**src/rtl/fir_pkg.sv**
```systemverilog
// fir_pkg: shared definitions for the FIR scheduler.
//   fir_state_t : controller state encoding
//   ADDR_SHIFT  : word index to BRAM byte address shift (32-bit words)
package fir_pkg;

  typedef enum logic [2:0] {
    ST_IDLE    = 3'd0,
    ST_INIT    = 3'd1,
    ST_WAIT_IN = 3'd2,
    ST_CALC    = 3'd3,
    ST_OUT     = 3'd4
  } fir_state_t;

  localparam int unsigned ADDR_SHIFT = 2;

endpackage

```
**src/rtl/fir_addr_gen.sv**
```systemverilog
// fir_addr_gen: index counters for the FIR scheduler.
// Ports:
//   aclk, areset      clock, async active-high reset
//   tap_num           latched tap count (ring depth of the current run)
//   run_clr           start of a run: clears every counter
//   k_clr / k_inc     clear / advance the per-step index (INIT word, CALC tap)
//   wptr_adv          advance the ring write pointer, wrapping at tap_num
//   smp_inc           count one completed, non-final result
//   k_idx             tap index (also the INIT word index)
//   data_idx          ring index of the sample that pairs with k_idx
//   wptr, smp_cnt     ring write pointer and completed-result count
module fir_addr_gen
  import fir_pkg::*;
#(
  parameter int TW = 6,
  parameter int DW = 11
) (
  input  logic          aclk,
  input  logic          areset,
  input  logic [TW-1:0] tap_num,
  input  logic          run_clr,
  input  logic          k_clr,
  input  logic          k_inc,
  input  logic          wptr_adv,
  input  logic          smp_inc,
  output logic [TW-1:0] k_idx,
  output logic [TW-1:0] data_idx,
  output logic [TW-1:0] wptr,
  output logic [DW-1:0] smp_cnt
);

  always_ff @(posedge aclk or posedge areset) begin
    if (areset) begin
      k_idx   <= '0;
      wptr    <= '0;
      smp_cnt <= '0;
    end else begin
      if (run_clr || k_clr)
        k_idx <= '0;
      else if (k_inc)
        k_idx <= k_idx + 1'b1;

      if (run_clr)
        wptr <= '0;
      else if (wptr_adv)
        wptr <= (wptr == tap_num - 1'b1) ? '0 : wptr + 1'b1;

      if (run_clr)
        smp_cnt <= '0;
      else if (smp_inc)
        smp_cnt <= smp_cnt + 1'b1;
    end
  end

  // (wptr - k) mod tap_num without a divider; wptr + tap_num never
  // overflows TW bits because both stay below 2*MAX_TAP_NUM.
  assign data_idx = (wptr >= k_idx) ? (wptr - k_idx) : (wptr + tap_num - k_idx);

endmodule

```
**src/rtl/fir_sched.sv**
```systemverilog
// fir_sched: sample-by-sample FIR scheduler over a tap BRAM and a data ring BRAM.
// Ports:
//   aclk, areset            clock, async active-high reset
//   ap_start/ap_idle/ap_done  run control
//   tap_num, data_num       run size, latched on an accepted start
//   tap_A/EN/Do             tap RAM read port (byte address)
//   data_A/EN/WE/Di/Do      data ring RAM port (byte address)
//   ss_*                    input sample stream
//   sm_*                    output result stream
//
// state      | meaning
// -----------+----------------------------------------------------------
// ST_IDLE    | waiting for a legal ap_start
// ST_INIT    | zeroing ring words 0..tap_num-1, one per cycle
// ST_WAIT_IN | ss_tready high; a handshake writes the sample at wptr
// ST_CALC    | tap_num reads plus one drain cycle accumulating products
// ST_OUT     | presenting acc on sm_*; held until sm_tready
module fir_sched
  import fir_pkg::*;
#(
  parameter int pDATA_WIDTH  = 32,
  parameter int pADDR_WIDTH  = 12,
  parameter int MAX_TAP_NUM  = 32,
  parameter int MAX_DATA_NUM = 1024
) (
  input  logic                           aclk,
  input  logic                           areset,
  input  logic                           ap_start,
  output logic                           ap_idle,
  output logic                           ap_done,
  input  logic [$clog2(MAX_TAP_NUM):0]   tap_num,
  input  logic [$clog2(MAX_DATA_NUM):0]  data_num,
  output logic [pADDR_WIDTH-1:0]         tap_A,
  output logic                           tap_EN,
  input  logic [pDATA_WIDTH-1:0]         tap_Do,
  output logic [pADDR_WIDTH-1:0]         data_A,
  output logic                           data_EN,
  output logic [pDATA_WIDTH/8-1:0]       data_WE,
  output logic [pDATA_WIDTH-1:0]         data_Di,
  input  logic [pDATA_WIDTH-1:0]         data_Do,
  input  logic                           ss_tvalid,
  input  logic [pDATA_WIDTH-1:0]         ss_tdata,
  input  logic                           ss_tlast,
  output logic                           ss_tready,
  output logic                           sm_tvalid,
  output logic [pDATA_WIDTH-1:0]         sm_tdata,
  output logic                           sm_tlast,
  input  logic                           sm_tready
);

  localparam int TW = $clog2(MAX_TAP_NUM) + 1;
  localparam int DW = $clog2(MAX_DATA_NUM) + 1;

  fir_state_t state, state_nxt;

  logic [TW-1:0]          tap_num_q;
  logic [DW-1:0]          data_num_q;
  logic                   tlast_q;
  logic [pDATA_WIDTH-1:0] acc;
  logic [pDATA_WIDTH-1:0] prod;

  logic [TW-1:0] k_idx, data_idx, wptr;
  logic [DW-1:0] smp_cnt;

  logic start_ok, run_clr, ss_hs, sm_hs;
  logic init_last, calc_rd, calc_last, mac_en, is_last;

  function automatic logic [pADDR_WIDTH-1:0] word_addr(input logic [TW-1:0] idx);
    return pADDR_WIDTH'(idx) << ADDR_SHIFT;
  endfunction

  assign start_ok  = ap_start
                   && (tap_num != '0)  && (tap_num <= TW'(MAX_TAP_NUM))
                   && (data_num != '0) && (data_num <= DW'(MAX_DATA_NUM));
  assign run_clr   = (state == ST_IDLE) && start_ok;
  assign ss_hs     = (state == ST_WAIT_IN) && ss_tvalid;
  assign sm_hs     = (state == ST_OUT) && sm_tready;
  assign init_last = (state == ST_INIT) && (k_idx == tap_num_q - 1'b1);
  assign calc_rd   = (state == ST_CALC) && (k_idx != tap_num_q);
  assign calc_last = (state == ST_CALC) && (k_idx == tap_num_q);
  // Read data arrives one cycle after the read, so CALC step 0 has nothing to add.
  assign mac_en    = (state == ST_CALC) && (k_idx != '0);
  // Counters are frozen in OUT, so this stays stable while the result is held.
  assign is_last   = tlast_q || (smp_cnt == data_num_q - 1'b1);

  // Low bits of a signed product equal the truncated two's-complement result.
  assign prod = $signed(tap_Do) * $signed(data_Do);

  fir_addr_gen #(
    .TW (TW),
    .DW (DW)
  ) u_addr_gen (
    .aclk     (aclk),
    .areset   (areset),
    .tap_num  (tap_num_q),
    .run_clr  (run_clr),
    .k_clr    (init_last || ss_hs),
    .k_inc    ((state == ST_INIT) || (state == ST_CALC)),
    .wptr_adv (calc_last),
    .smp_inc  (sm_hs && !is_last),
    .k_idx    (k_idx),
    .data_idx (data_idx),
    .wptr     (wptr),
    .smp_cnt  (smp_cnt)
  );

  always_comb begin
    state_nxt = state;
    case (state)
      ST_IDLE:    if (start_ok)  state_nxt = ST_INIT;
      ST_INIT:    if (init_last) state_nxt = ST_WAIT_IN;
      ST_WAIT_IN: if (ss_tvalid) state_nxt = ST_CALC;
      ST_CALC:    if (calc_last) state_nxt = ST_OUT;
      ST_OUT:     if (sm_tready) state_nxt = is_last ? ST_IDLE : ST_WAIT_IN;
      default:    state_nxt = ST_IDLE;
    endcase
  end

  always_ff @(posedge aclk or posedge areset) begin
    if (areset) begin
      state      <= ST_IDLE;
      tap_num_q  <= '0;
      data_num_q <= '0;
      tlast_q    <= 1'b0;
      acc        <= '0;
      ap_done    <= 1'b0;
    end else begin
      state   <= state_nxt;
      ap_done <= sm_hs && is_last;
      if (run_clr) begin
        tap_num_q  <= tap_num;
        data_num_q <= data_num;
        tlast_q    <= 1'b0;
      end
      if (ss_hs) begin
        tlast_q <= ss_tlast;
        acc     <= '0;
      end else if (mac_en) begin
        acc <= acc + prod;
      end
    end
  end

  assign ap_idle = (state == ST_IDLE);

  always_comb begin
    tap_A     = '0;
    tap_EN    = 1'b0;
    data_A    = '0;
    data_EN   = 1'b0;
    data_WE   = '0;
    data_Di   = '0;
    ss_tready = 1'b0;
    sm_tvalid = 1'b0;
    sm_tdata  = '0;
    sm_tlast  = 1'b0;
    case (state)
      ST_INIT: begin
        data_EN = 1'b1;
        data_WE = '1;
        data_A  = word_addr(k_idx);
      end
      ST_WAIT_IN: begin
        ss_tready = 1'b1;
        if (ss_tvalid) begin
          data_EN = 1'b1;
          data_WE = '1;
          data_A  = word_addr(wptr);
          data_Di = ss_tdata;
        end
      end
      ST_CALC: begin
        if (calc_rd) begin
          tap_EN  = 1'b1;
          tap_A   = word_addr(k_idx);
          data_EN = 1'b1;
          data_A  = word_addr(data_idx);
        end
      end
      ST_OUT: begin
        sm_tvalid = 1'b1;
        sm_tdata  = acc;
        sm_tlast  = is_last;
      end
      default: ;
    endcase
  end

endmodule

```
**config.mk**
```make
export PLATFORM = sky130hd
export DESIGN_NAME = fir_sched
export DESIGN_NICKNAME = d
export VERILOG_FILES = /design/src/rtl/fir_pkg.sv /design/src/rtl/fir_addr_gen.sv /design/src/rtl/fir_sched.sv
export SDC_FILE = /design/constraint.sdc
export NUM_CORES = 2
export LEC_CHECK = 0
export ABC_AREA = 1
export BUFFER_PORTS_ARGS = -buffer_cell sky130_fd_sc_hd__buf_4
export CAP_MARGIN = 15
export CORE_MARGIN = 2
export CORE_UTILIZATION = 40
export DETAILED_ROUTE_END_ITERATION = 16
export SLEW_MARGIN = 20
export SYNTH_ARGS = -nofsm -noshare
export SYNTH_HDL_FRONTEND = slang
export SYNTH_SLANG_ARGS = --single-unit
```
**constraint.sdc**
```tcl
create_clock -name aclk -period 7.15 [get_ports aclk]
set_input_delay 1.43 -clock aclk [delete_from_list [all_inputs] [get_ports aclk]]
set_output_delay 1.43 -clock aclk [all_outputs]
set_load 0.05 [all_outputs]
```
==> impl_results.md <==
* Yosys top cell by area: fa_1
* Largest net degree at the start of global routing at 78
* Worst reg-to-reg path cell count at 26
* Vias in the first global route at 19800
* Die Wd at 246 um
* Hold_sp: tlast_q$_DFFE_PP0P_
* Final net count at 4233
* Post-DP HPWL at 56.5 mm
* Vias per cell at 4.64
* Most frequent cell after synthesis: inv_1
* Global-route wire length before repair at 108 mm
* Register-to-Register Setup Slack at 0.68 ns
* R2r endpoint: acc[30]$_DFFE_PP0P_
* Crit path launch type: input port
* Worst Path Required at 7.35 ns
* Clk buf depth at 2
* Vias at 19800
* Clock Latency Late Sink at 0.36 ns
* Worst setup margin at -0.231 ns
* Total GRT Usage at 22.8%
* Antenna Nets Post-Route at 0
* Final wirelength at 67.0 mm
* Total grt overflow at 0
* Critical Path Max Stage Delay at 0.53 ns
* H-Tree Depth at 3
* DRC errors left at 0
* Worst Hold Class: flip-flop to flip-flop
* Max Cap Viol at 0
* Final setup violation count at 7
* WL per Instance at 15.7 um
* Initial DRC count at 1331
* Mapped Area at 23500 um^2
* CP endpoint kind: flip-flop
* Reg2reg start: acc[20]$_DFFE_PP0P_
* FF+latch count, synth at 77
* Largest fanout on the critical path at 14
* WS Path Type: input port to flip-flop
* Fmax at 0.135 GHz
* Synth cell count leaders: 994 x inv_1, 809 x nand2_1, 444 x fa_1, 172 x ha_1, 136 x nor2_1
* Syn_area_per_cell at 7.38 um^2
* Post-synthesis sequential area ratio at 8.21%
* Final Cycle Share at 103%
* Slew HR at 25.3%
* Diodes inserted at 0
* TritonCTS buffer count at 9
* RSZ-0062 raised after global routing: yes
* Top FF cell, synth: dfrtp_1
* Synth top area share at 37.9%
* TritonCTS clock tree: yes
* Hold path depth at 2
* Final Max Tran Viols at 0
* DR pass1 iterations at 5
* Async SR Flop Fraction at 100%
* Hold_buf cts at 0
* Critical path arrival at 7.58 ns
* Rows at 88
* Antenna violations before repair at 0
* Die height at 246 um
* Sink Count at 77
* Most common cell on crit path: fa_1
* Area grow syn2layout at 20.9%
* Min cycle time layout at 7.38 ns
* Core Region at 57800 um^2
* Final Util at 49.1%
* Design Area, Final at 28400 um^2
* IO Pins at 218
* Reg clk slew, reported paths at 0.07 ns
* Starting Density at 40.6%
* Placed cell area at 27300 um^2
* Worst Hold End: tlast_q$_DFFE_PP0P_
* # port buffers at 205
* GP Congestion at 0.882
* Hold Violations, Final at 0
* Fillers at 5768
* Clock root buffer: clkbuf_16
* Number of enable flip-flop cells after synthesis at 0
* Share of post-route cells with drive strength above 1 at 17.3%
* Netlist cell types at 51
* Critical path's slowest cell: fa_1
* Synth Instances at 3179
* Ys Warns at 0
* Synth area leaders: fa_1 38%, inv_1 16%, nand2_1 13%, ha_1 9.2%, dfrtp_1 8.2%
* Failing checks: negative setup slack
* Skew final at 0.0113 ns
* Worst Max-Slew Pin Slew at 1.12 ns
* Run status: finished with violations
* Total Die Area at 60600 um^2
==> critical path: cells and delay by family <==
family / cells / cell delay [ns]
compound gates: 1 / 0.08
fa+ha+maj: 9 / 4.20
buf+inv: 7 / 0.51
simple gates: 12 / 1.31
==> cells in the final DEF (no fill, tap or decap), drive strengths merged, types with 3 or more instances in the layout <==
cell type	n
fa	444
nand3b	7
buf	440
nand4	28
nand2	816
nor4	6
nand3	68
dfrtp	77
xnor2	15
conb	12
o221ai	6
xor2	54
a211oi	4
mux2	3
a21o	4
ha	172
clkinv	7
nor3	12
nor2	140
a31oi	3
o21ai	88
o22ai	14
inv	1000
clkbuf	10
a21oi	56
==> state kept, by name (all words and copies together) (netlist names) <==
name,count
u_addr_gen.wptr,6
ap_done,1
u_addr_gen.k_idx,6
state,3
tlast_q,1
tap_num_q,6
u_addr_gen.smp_cnt,11
acc,32
data_num_q,11
==> layer usage <==
layer  part of all wire [%]  vias to the layer above  track usage (%)  routed length [um]
met5                      0                        -                0                   0
met4                    1.5                        0             3.03                 993
met3                    6.3                       64             3.37                4200
met2                     46                      562             36.3               31000
met1                     46                     9565             33.5               30900
li1                       -                     9620                -                   -
==> area by class of cell <==
cell class | count | area (um^2) | share of cell area, %
multi-input cells | 1968 | 17700 | 62.4
flip-flops and latches | 77 | 1930 | 6.79
well taps | 765 | 957 | 3.37
clock inverters | 6 | 43.8 | 0.154
clock buffers | 10 | 229 | 0.807
repair buffers | 440 | 3760 | 13.3
inverters | 1002 | 3760 | 13.3
==> timing repair <==
action                     CTS  global route
setup buffers               13             5
resized for setup           81           105
pin swaps                   23            36
setup endpoints to repair   15            18
==> logic make-up (layout without fill, tap and decap cells) <==
| kind of cell | after synthesis | after routing | synth area share (%) |
|---|---|---|---|
| buffers and inverters | 1145 | 1458 | 18.8 |
| and+or+nand+nor | 1082 | 1082 | 18.6 |
| adders and majority gates | 616 | 616 | 47.0 |
| AOI/OAI and AO/OA | 185 | 185 | 4.53 |
| DFF | 77 | 77 | 8.21 |
| xor gates and xnor gates | 69 | 69 | 2.58 |
| muxes | 4 | 4 | 0.187 |
| other | 1 | 12 | 0.0160 |
==> stage by stage <==
stage,instances,worst slack [ns],setup TNS (ns),hold WS [ns]
2_1_floorplan,3190,-0.0916,-0.236,0.469
5_1_grt,4268,-0.352,-3.25,0.526
6_report,4268,-0.231,-0.891,0.502
3_5_place_dp,4234,-1.05,-11.10,0.491
4_1_cts,4263,-0.216,-0.816,0.505
3_3_place_gp,4234,-1.02,-10.78,0.491
==> worst max path at each step <==
| stage | from | endpoint | slack, ns | cells past startpoint |
|---|---|---|---|---|
| after floorplan | data_Do[7] | acc[30]$_DFFE_PP0P_ | -0.09 | 29 |
| after global placement | data_Do[1] | acc[30]$_DFFE_PP0P_ | -1.02 | 27 |
| after detailed placement | data_Do[1] | acc[30]$_DFFE_PP0P_ | -1.05 | 27 |
| after CTS | data_Do[2] | acc[30]$_DFFE_PP0P_ | -0.22 | 29 |
| after global routing | data_Do[6] | acc[30]$_DFFE_PP0P_ | -0.35 | 29 |
| final | data_Do[2] | acc[30]$_DFFE_PP0P_ | -0.23 | 29 |
Power is left out: the tool's default activity adds up to more than one toggle a clock period on the data nets, which glitch-free logic cannot reach.
